## config.mk

```make
export PLATFORM = sky130hd
export DESIGN_NAME = ps2_host_tx_flat
export DESIGN_NICKNAME = d
export VERILOG_FILES = /design/src/rtl/ps2_host_tx_pkg.sv /design/src/rtl/ps2_host_tx_if.sv /design/src/rtl/ps2_line_sync.sv /design/src/rtl/ps2_host_tx.sv /design/src/flat_wrapper.sv
export SDC_FILE = /design/constraint.sdc
export NUM_CORES = 1
export LEC_CHECK = 0
export ABC_AREA = 1
export CAP_MARGIN = 30
export CORE_ASPECT_RATIO = 0.7
export CORE_MARGIN = 10
export CORE_UTILIZATION = 55
export CTS_CLUSTER_DIAMETER = 30
export DETAILED_ROUTE_END_ITERATION = 16
export PLACE_DENSITY = 0.85
export SYNTH_ARGS = -nofsm -noshare
export SYNTH_HDL_FRONTEND = slang
export SYNTH_HIERARCHICAL = 1
export SYNTH_SLANG_ARGS = --single-unit
```

## constraint.sdc

```tcl
create_clock -name clk -period 2.05 [get_ports clk]
set_input_delay 0.41 -clock clk [delete_from_list [all_inputs] [get_ports clk]]
set_output_delay 0.41 -clock clk [all_outputs]
set_load 0.02 [all_outputs]
```

## src/rtl/ps2_host_tx_pkg.sv

```systemverilog
// ps2_host_tx_pkg: shared definitions for the PS/2 host transmitter and receiver.
//   - state_t        : transmitter FSM encodings ST_IDLE..ST_WAITREL
//   - PS2_CMD_* / PS2_RESP_ACK : common command and response bytes
//   - LINE_CLK / LINE_DATA : index of each PS/2 line in the per-line sync arrays
//   - odd_parity()   : PS/2 frame parity bit for a data byte
package ps2_host_tx_pkg;

  typedef enum logic [2:0] {
    ST_IDLE,
    ST_INHIBIT,
    ST_RTS,
    ST_XFER,
    ST_ACK,
    ST_WAITREL
  } state_t;

  localparam logic [7:0] PS2_CMD_RESET    = 8'hFF;
  localparam logic [7:0] PS2_CMD_ENABLE   = 8'hF4;
  localparam logic [7:0] PS2_CMD_DEFAULTS = 8'hF6;
  localparam logic [7:0] PS2_RESP_ACK     = 8'hFA;

  localparam int NUM_LINES = 2;
  localparam int LINE_CLK  = 0;
  localparam int LINE_DATA = 1;

  // Bit that makes the 9-bit {parity, data} word contain an odd number of ones.
  function automatic logic odd_parity(input logic [7:0] d);
    return ~^d;
  endfunction

endpackage

```

## src/rtl/ps2_host_tx_if.sv

```systemverilog
// ps2_host_tx_if: command handshake and status between a client and ps2_host_tx.
//   tx_data  [7:0] byte to send (LSB first on the wire)
//   tx_valid       request; accepted when tx_valid & tx_ready
//   tx_ready       transmitter idle
//   busy           transfer in progress
//   done           one-cycle pulse, frame completed
//   error          one-cycle pulse, timeout or NACK
// modport master: client side; modport slave: transmitter side.
interface ps2_host_tx_if;
  logic [7:0] tx_data;
  logic       tx_valid;
  logic       tx_ready;
  logic       busy;
  logic       done;
  logic       error;

  modport master (output tx_data, tx_valid, input tx_ready, busy, done, error);
  modport slave  (input tx_data, tx_valid, output tx_ready, busy, done, error);
endinterface

```

## src/rtl/ps2_line_sync.sv

```systemverilog
// ps2_line_sync: 2-FF synchronizer plus one history FF for one PS/2 line.
//   clk, reset : system clock, asynchronous active-high reset
//   line_in    : raw asynchronous line
//   sync       : synchronized level
//   fall       : one-cycle pulse, 2 clk cycles after a falling line edge
// Flops reset to 1 (idle bus level) so reset release never fakes a fall.
module ps2_line_sync (
  input  logic clk,
  input  logic reset,
  input  logic line_in,
  output logic sync,
  output logic fall
);

  // [0],[1] synchronizer, [2] history of the synchronized level
  logic [2:0] sync_pipe;

  always_ff @(posedge clk or posedge reset) begin
    if (reset) sync_pipe <= '1;
    else       sync_pipe <= {sync_pipe[1:0], line_in};
  end

  assign sync = sync_pipe[1];
  assign fall = sync_pipe[2] & ~sync_pipe[1];

endmodule

```

## src/rtl/ps2_host_tx.sv

```systemverilog
// ps2_host_tx: host-to-device PS/2 transmitter; sends one command byte.
//   clk, reset   : system clock, asynchronous active-high reset
//   bus (slave)  : tx_data/tx_valid/tx_ready handshake, busy/done/error status
//   ps2_clk_in   : raw PS/2 clock line      ps2_data_in : raw PS/2 data line
//   ps2_clk_oe   : 1 = pull clock low       ps2_data_oe : 1 = pull data low
//   rx_inhibit   : equals busy; tells the receiver to ignore our own line activity
// Optional feature macro PS2_TX_ACK_CHECK_EN: a NACK (data high at the ACK clock)
// ends the frame with an error pulse instead of done. Without it the ACK bit is
// ignored and a completed frame always pulses done.
module ps2_host_tx
  import ps2_host_tx_pkg::*;
#(
  parameter int INHIBIT_CYCLES = 2500,
  parameter int TIMEOUT_CYCLES = 375000,
  parameter int TO_W           = 19
) (
  input  logic           clk,
  input  logic           reset,
  ps2_host_tx_if.slave   bus,
  input  logic           ps2_clk_in,
  input  logic           ps2_data_in,
  output logic           ps2_clk_oe,
  output logic           ps2_data_oe,
  output logic           rx_inhibit
);

  localparam logic [TO_W-1:0] INH_LAST = TO_W'(INHIBIT_CYCLES - 1);
  localparam logic [TO_W-1:0] TO_LAST  = TO_W'(TIMEOUT_CYCLES - 1);

  // ---- line synchronizers ----
  logic [NUM_LINES-1:0] line_in, line_sync, line_fall;
  assign line_in = {ps2_data_in, ps2_clk_in};

  for (genvar g = 0; g < NUM_LINES; g++) begin : g_sync
    ps2_line_sync u_sync (
      .clk     (clk),
      .reset   (reset),
      .line_in (line_in[g]),
      .sync    (line_sync[g]),
      .fall    (line_fall[g])
    );
  end

  logic clk_sync, data_sync, clk_fall, unused_data_fall;
  assign clk_sync         = line_sync[LINE_CLK];
  assign data_sync        = line_sync[LINE_DATA];
  assign clk_fall         = line_fall[LINE_CLK];
  assign unused_data_fall = line_fall[LINE_DATA];

  // ---- FSM ----
  state_t          state;
  logic [8:0]      shreg;     // {parity, data}, shifted out LSB first
  logic [TO_W-1:0] cnt;       // inhibit timer, then inter-fall watchdog
  logic [3:0]      bitcnt;
  logic            tx_ready_q, busy_q, done_q, error_q;
`ifdef PS2_TX_ACK_CHECK_EN
  logic            nack;
`endif

  // Watchdog covers every state where we wait on the device.
  logic wd_active, wd_expired;
  assign wd_active  = (state == ST_RTS) || (state == ST_XFER) ||
                      (state == ST_ACK) || (state == ST_WAITREL);
  assign wd_expired = wd_active && (cnt == TO_LAST);

  always_ff @(posedge clk or posedge reset) begin
    if (reset) begin
      state       <= ST_IDLE;
      shreg       <= '0;
      cnt         <= '0;
      bitcnt      <= '0;
      tx_ready_q  <= 1'b1;
      busy_q      <= 1'b0;
      done_q      <= 1'b0;
      error_q     <= 1'b0;
      ps2_clk_oe  <= 1'b0;
      ps2_data_oe <= 1'b0;
`ifdef PS2_TX_ACK_CHECK_EN
      nack        <= 1'b0;
`endif
    end else begin
      done_q  <= 1'b0;
      error_q <= 1'b0;
      if (wd_expired) begin
        // Device stopped clocking: let go of the bus and report.
        state       <= ST_IDLE;
        cnt         <= '0;
        ps2_clk_oe  <= 1'b0;
        ps2_data_oe <= 1'b0;
        busy_q      <= 1'b0;
        tx_ready_q  <= 1'b1;
        error_q     <= 1'b1;
      end else begin
        if (wd_active) cnt <= clk_fall ? '0 : cnt + 1'b1;
        case (state)
          ST_IDLE: begin
            if (bus.tx_valid) begin
              shreg      <= {odd_parity(bus.tx_data), bus.tx_data};
              cnt        <= '0;
              state      <= ST_INHIBIT;
              tx_ready_q <= 1'b0;
              busy_q     <= 1'b1;
              ps2_clk_oe <= 1'b1;
            end
          end
          ST_INHIBIT: begin
            // Clock falls here are our own pull-down; nothing to react to.
            if (cnt == INH_LAST) begin
              ps2_data_oe <= 1'b1;  // start bit
              cnt         <= '0;
              state       <= ST_RTS;
            end else begin
              cnt <= cnt + 1'b1;
            end
          end
          ST_RTS: begin
            ps2_clk_oe <= 1'b0;     // hand the clock to the device
            bitcnt     <= '0;
            cnt        <= '0;
            state      <= ST_XFER;
          end
          ST_XFER: begin
            // Change data while the device holds clock low; it samples on the rise.
            if (clk_fall) begin
              if (bitcnt == 4'd9) begin
                ps2_data_oe <= 1'b0;  // stop bit: released line reads 1
                state       <= ST_ACK;
              end else begin
                ps2_data_oe <= ~shreg[0];
                shreg       <= {1'b0, shreg[8:1]};
                bitcnt      <= bitcnt + 1'b1;
              end
            end
          end
          ST_ACK: begin
            if (clk_fall) begin
`ifdef PS2_TX_ACK_CHECK_EN
              nack <= data_sync;
`endif
              cnt   <= '0;
              state <= ST_WAITREL;
            end
          end
          ST_WAITREL: begin
            if (clk_sync && data_sync) begin
              state      <= ST_IDLE;
              cnt        <= '0;
              busy_q     <= 1'b0;
              tx_ready_q <= 1'b1;
`ifdef PS2_TX_ACK_CHECK_EN
              done_q     <= ~nack;
              error_q    <= nack;
`else
              done_q     <= 1'b1;
`endif
            end
          end
          default: state <= ST_IDLE;
        endcase
      end
    end
  end

  assign bus.tx_ready = tx_ready_q;
  assign bus.busy     = busy_q;
  assign bus.done     = done_q;
  assign bus.error    = error_q;
  assign rx_inhibit   = busy_q;

endmodule
```

## src/flat_wrapper.sv

```systemverilog
// flat-port wrapper written by rule: the top's interface ports become plain ports
module ps2_host_tx_flat import ps2_host_tx_pkg::*;
#(
  parameter int INHIBIT_CYCLES = 2500,
  parameter int TIMEOUT_CYCLES = 375000,
  parameter int TO_W           = 19
)
  (clk, reset, ps2_clk_in, ps2_data_in, ps2_clk_oe, ps2_data_oe, rx_inhibit, bus_tx_data, bus_tx_valid, bus_tx_ready, bus_busy, bus_done, bus_error);
  ps2_host_tx_if bus_i ();
  input  logic clk;
  input  logic reset;
  input  logic ps2_clk_in;
  input  logic ps2_data_in;
  output logic ps2_clk_oe;
  output logic ps2_data_oe;
  output logic rx_inhibit;
  input wire logic [$bits(bus_i.tx_data)-1:0] bus_tx_data;
  input wire logic [$bits(bus_i.tx_valid)-1:0] bus_tx_valid;
  output wire logic [$bits(bus_i.tx_ready)-1:0] bus_tx_ready;
  output wire logic [$bits(bus_i.busy)-1:0] bus_busy;
  output wire logic [$bits(bus_i.done)-1:0] bus_done;
  output wire logic [$bits(bus_i.error)-1:0] bus_error;
  assign bus_i.tx_data = bus_tx_data;
  assign bus_i.tx_valid = bus_tx_valid;
  assign bus_tx_ready = bus_i.tx_ready;
  assign bus_busy = bus_i.busy;
  assign bus_done = bus_i.done;
  assign bus_error = bus_i.error;
  ps2_host_tx #(.INHIBIT_CYCLES(INHIBIT_CYCLES), .TIMEOUT_CYCLES(TIMEOUT_CYCLES), .TO_W(TO_W)) u_core (.clk(clk), .reset(reset), .bus(bus_i), .ps2_clk_in(ps2_clk_in), .ps2_data_in(ps2_data_in), .ps2_clk_oe(ps2_clk_oe), .ps2_data_oe(ps2_data_oe), .rx_inhibit(rx_inhibit));
endmodule
```

==> metrics <==
outcome=completed; WP data required=2300 ps; largest net degree at the start of global routing=20; crit path DAT=2200 ps; io pins=20; synth warn=6; syn_nets=458; Peak VDD IR=0.000554 V; hold path startpoint=u_core/g_sync[0].u_sync/sync_pipe[0]; Initial Util=about 58%; Slew @ Worst Pin=413 ps; Hold Crit Class=register to register; mapped cell area=about 3100 um^2; core area=5340 um^2; Place WS=150 ps; Post-Route WL=8460 um; placed instance count=534; full die area=9040 um^2; Die Wd=109 um; Fillers=470; TritonCTS clock tree=done; Tmin final=between 1500 and 2000 ps; hold slack=364 ps; power per cell area=roughly 970 nW/um^2; register area=1160 um^2; CTS H-Tree Depth=2; Hold Fails Final Rpt=0; commonest non-fill, non-tap cell in the layout=nand2_1; total grt overflow=0; nets=488; clk root buf=clkbuf_8; routed len/inst=between 15 and 20 um; Final Skew=10.4 ps; Max-cap violations=0; Finished Layout Cells=545; initial antenna violation count=0; post-route cell area=3520 um^2; worst rel slew slack=72.3%; Cell Chain, Critical Path=ha_2 -> nand2_2 -> nor2_2 -> buf_4 -> nand3_1 -> xor2_1 -> o21ai_1 -> nand2_1 -> nand3_1 -> nand2_1 -> inv_1; first-pass detailed-route iteration total=6; detailed placement HPWL=around 6300 um; Slew Limit Fails=0; Buf+Inv Stages, Crit Path=2; GRT Overall Usage=19.9%; Worst Setup SP=u_core/cnt[0]; initial DRC count=353; global-route wire length before repair=14500 um; FMAX=514 MHz; layout cells sized above 1=around an eighth; clock buffer count from CTS=5; Antenna Cells=0; crit-path max cell delay=400 ps; leak pwr=roughly 1.7 nW; hold-fix buffers at CTS=0; number of vias per cell=5.59; clk sinks=46; Critical Path Slowest Stage Cell=dfrtp_1; CP Launch Type=register; Multi-input gate area=1630 um^2; Vias=slightly above 3000; Avg Synthesized Cell Area=6.97 um^2; Placer Congestion=1.03; vias in the first global route=~3000; post-route clock period utilization=94.8%; drt drc=0; final setup violation count=0; clk_lat worst skew=~300 ps; row cnt=22; crit path capture type=register; clk buf depth=2; Routed Antenna Nets=0; reg-to-reg startpoint=u_core/cnt[0]; Port Buffers=19; setup TNS=0 ps; commonest non-fill, non-tap cells in the layout=nand2_1, inv_1, nand3_1; Syn Inst Count=442; die height=82.6 um; clock-pin slew on the worst setup and hold paths=90 ps; Area after DPL=3400 um^2; Crit Path Class=register to register; Top delay family on crit path=simple AND/OR/NAND/NOR gates; crit path max fanout=3; Area growth syn-to-layout=14.3%; worst setup margin=between 100 and 150 ps
-- worst paths after layout --
path,cells after the start,slack (ps),end
max,11,110,u_core/cnt[6]
min,0,360,u_core/g_sync[0].u_sync/sync_pipe[1]
max reg2reg,11,110,u_core/cnt[6]
min reg2reg,0,360,u_core/g_sync[0].u_sync/sync_pipe[1]
max in group asynchronous,3,1100,u_core/cnt[7]
min in group asynchronous,2,390,u_core/state[1]
-- metal layers --
metal	part of all wire (%)	global-route usage, %
met5	0	0
met4	0.54	3.89
met3	9.2	4.33
met2	45	30.9
met1	45	28.0
-- power breakdown --
part	leakage [nW]	switching (mW)	internal, mW
Clock	0.0441	0.328	0.240
Combinational	1.09	1.05	0.545
Sequential	0.592	0.138	1.10
-- worst register-to-register path: cells and delay by family, from the launching register on --
family / cells / cell delay [ps]
compound gates: 1 / 200
xor+xnor: 1 / 200
fa+ha+maj: 1 / 230
buf+inv: 2 / 200
flops: 1 / 400
simple gates: 6 / 660
-- state kept, by name, summed over array words and instances, names as in the netlist --
signal                          count
u_core/bus.busy                     1
u_core/bitcnt                       4
u_core/cnt                         19
u_core/ps2_clk_oe                   1
u_core/bus.tx_ready                 1
u_core/shreg                        9
u_core/bus.error                    1
u_core/g_sync.u_sync/sync_pipe      5
u_core/ps2_data_oe                  1
u_core/state                        3
u_core/bus.done                     1
-- stage by stage --
step	utilization [%]	power (mW)
2_1_floorplan	-	2.25
3_3_place_gp	63.7	2.69
3_5_place_dp	63.7	2.77
4_1_cts	65.4	3.35
5_1_grt	65.9	3.63
6_report	65.9	3.40
-- area by class of cell --
class / count / share of cell area [%]
clock buffer: 5 / 1.95
inverter: 62 / 6.61
clock inverter: 3 / 0.604
multi-input combinational: 322 / 46.2
tap: 72 / 2.56
sequential: 46 / 32.9
timing repair buffer: 35 / 9.17
-- what timing repair did --
| item | 4_1_cts | 5_1_grt |
|---|---|---|
| gates resized for setup | 0 | 4 |
| setup endpoints to repair | 0 | 15 |
| buffers inserted | 0 | 3 |
Note: power is estimated with default switching activity, not from simulation.
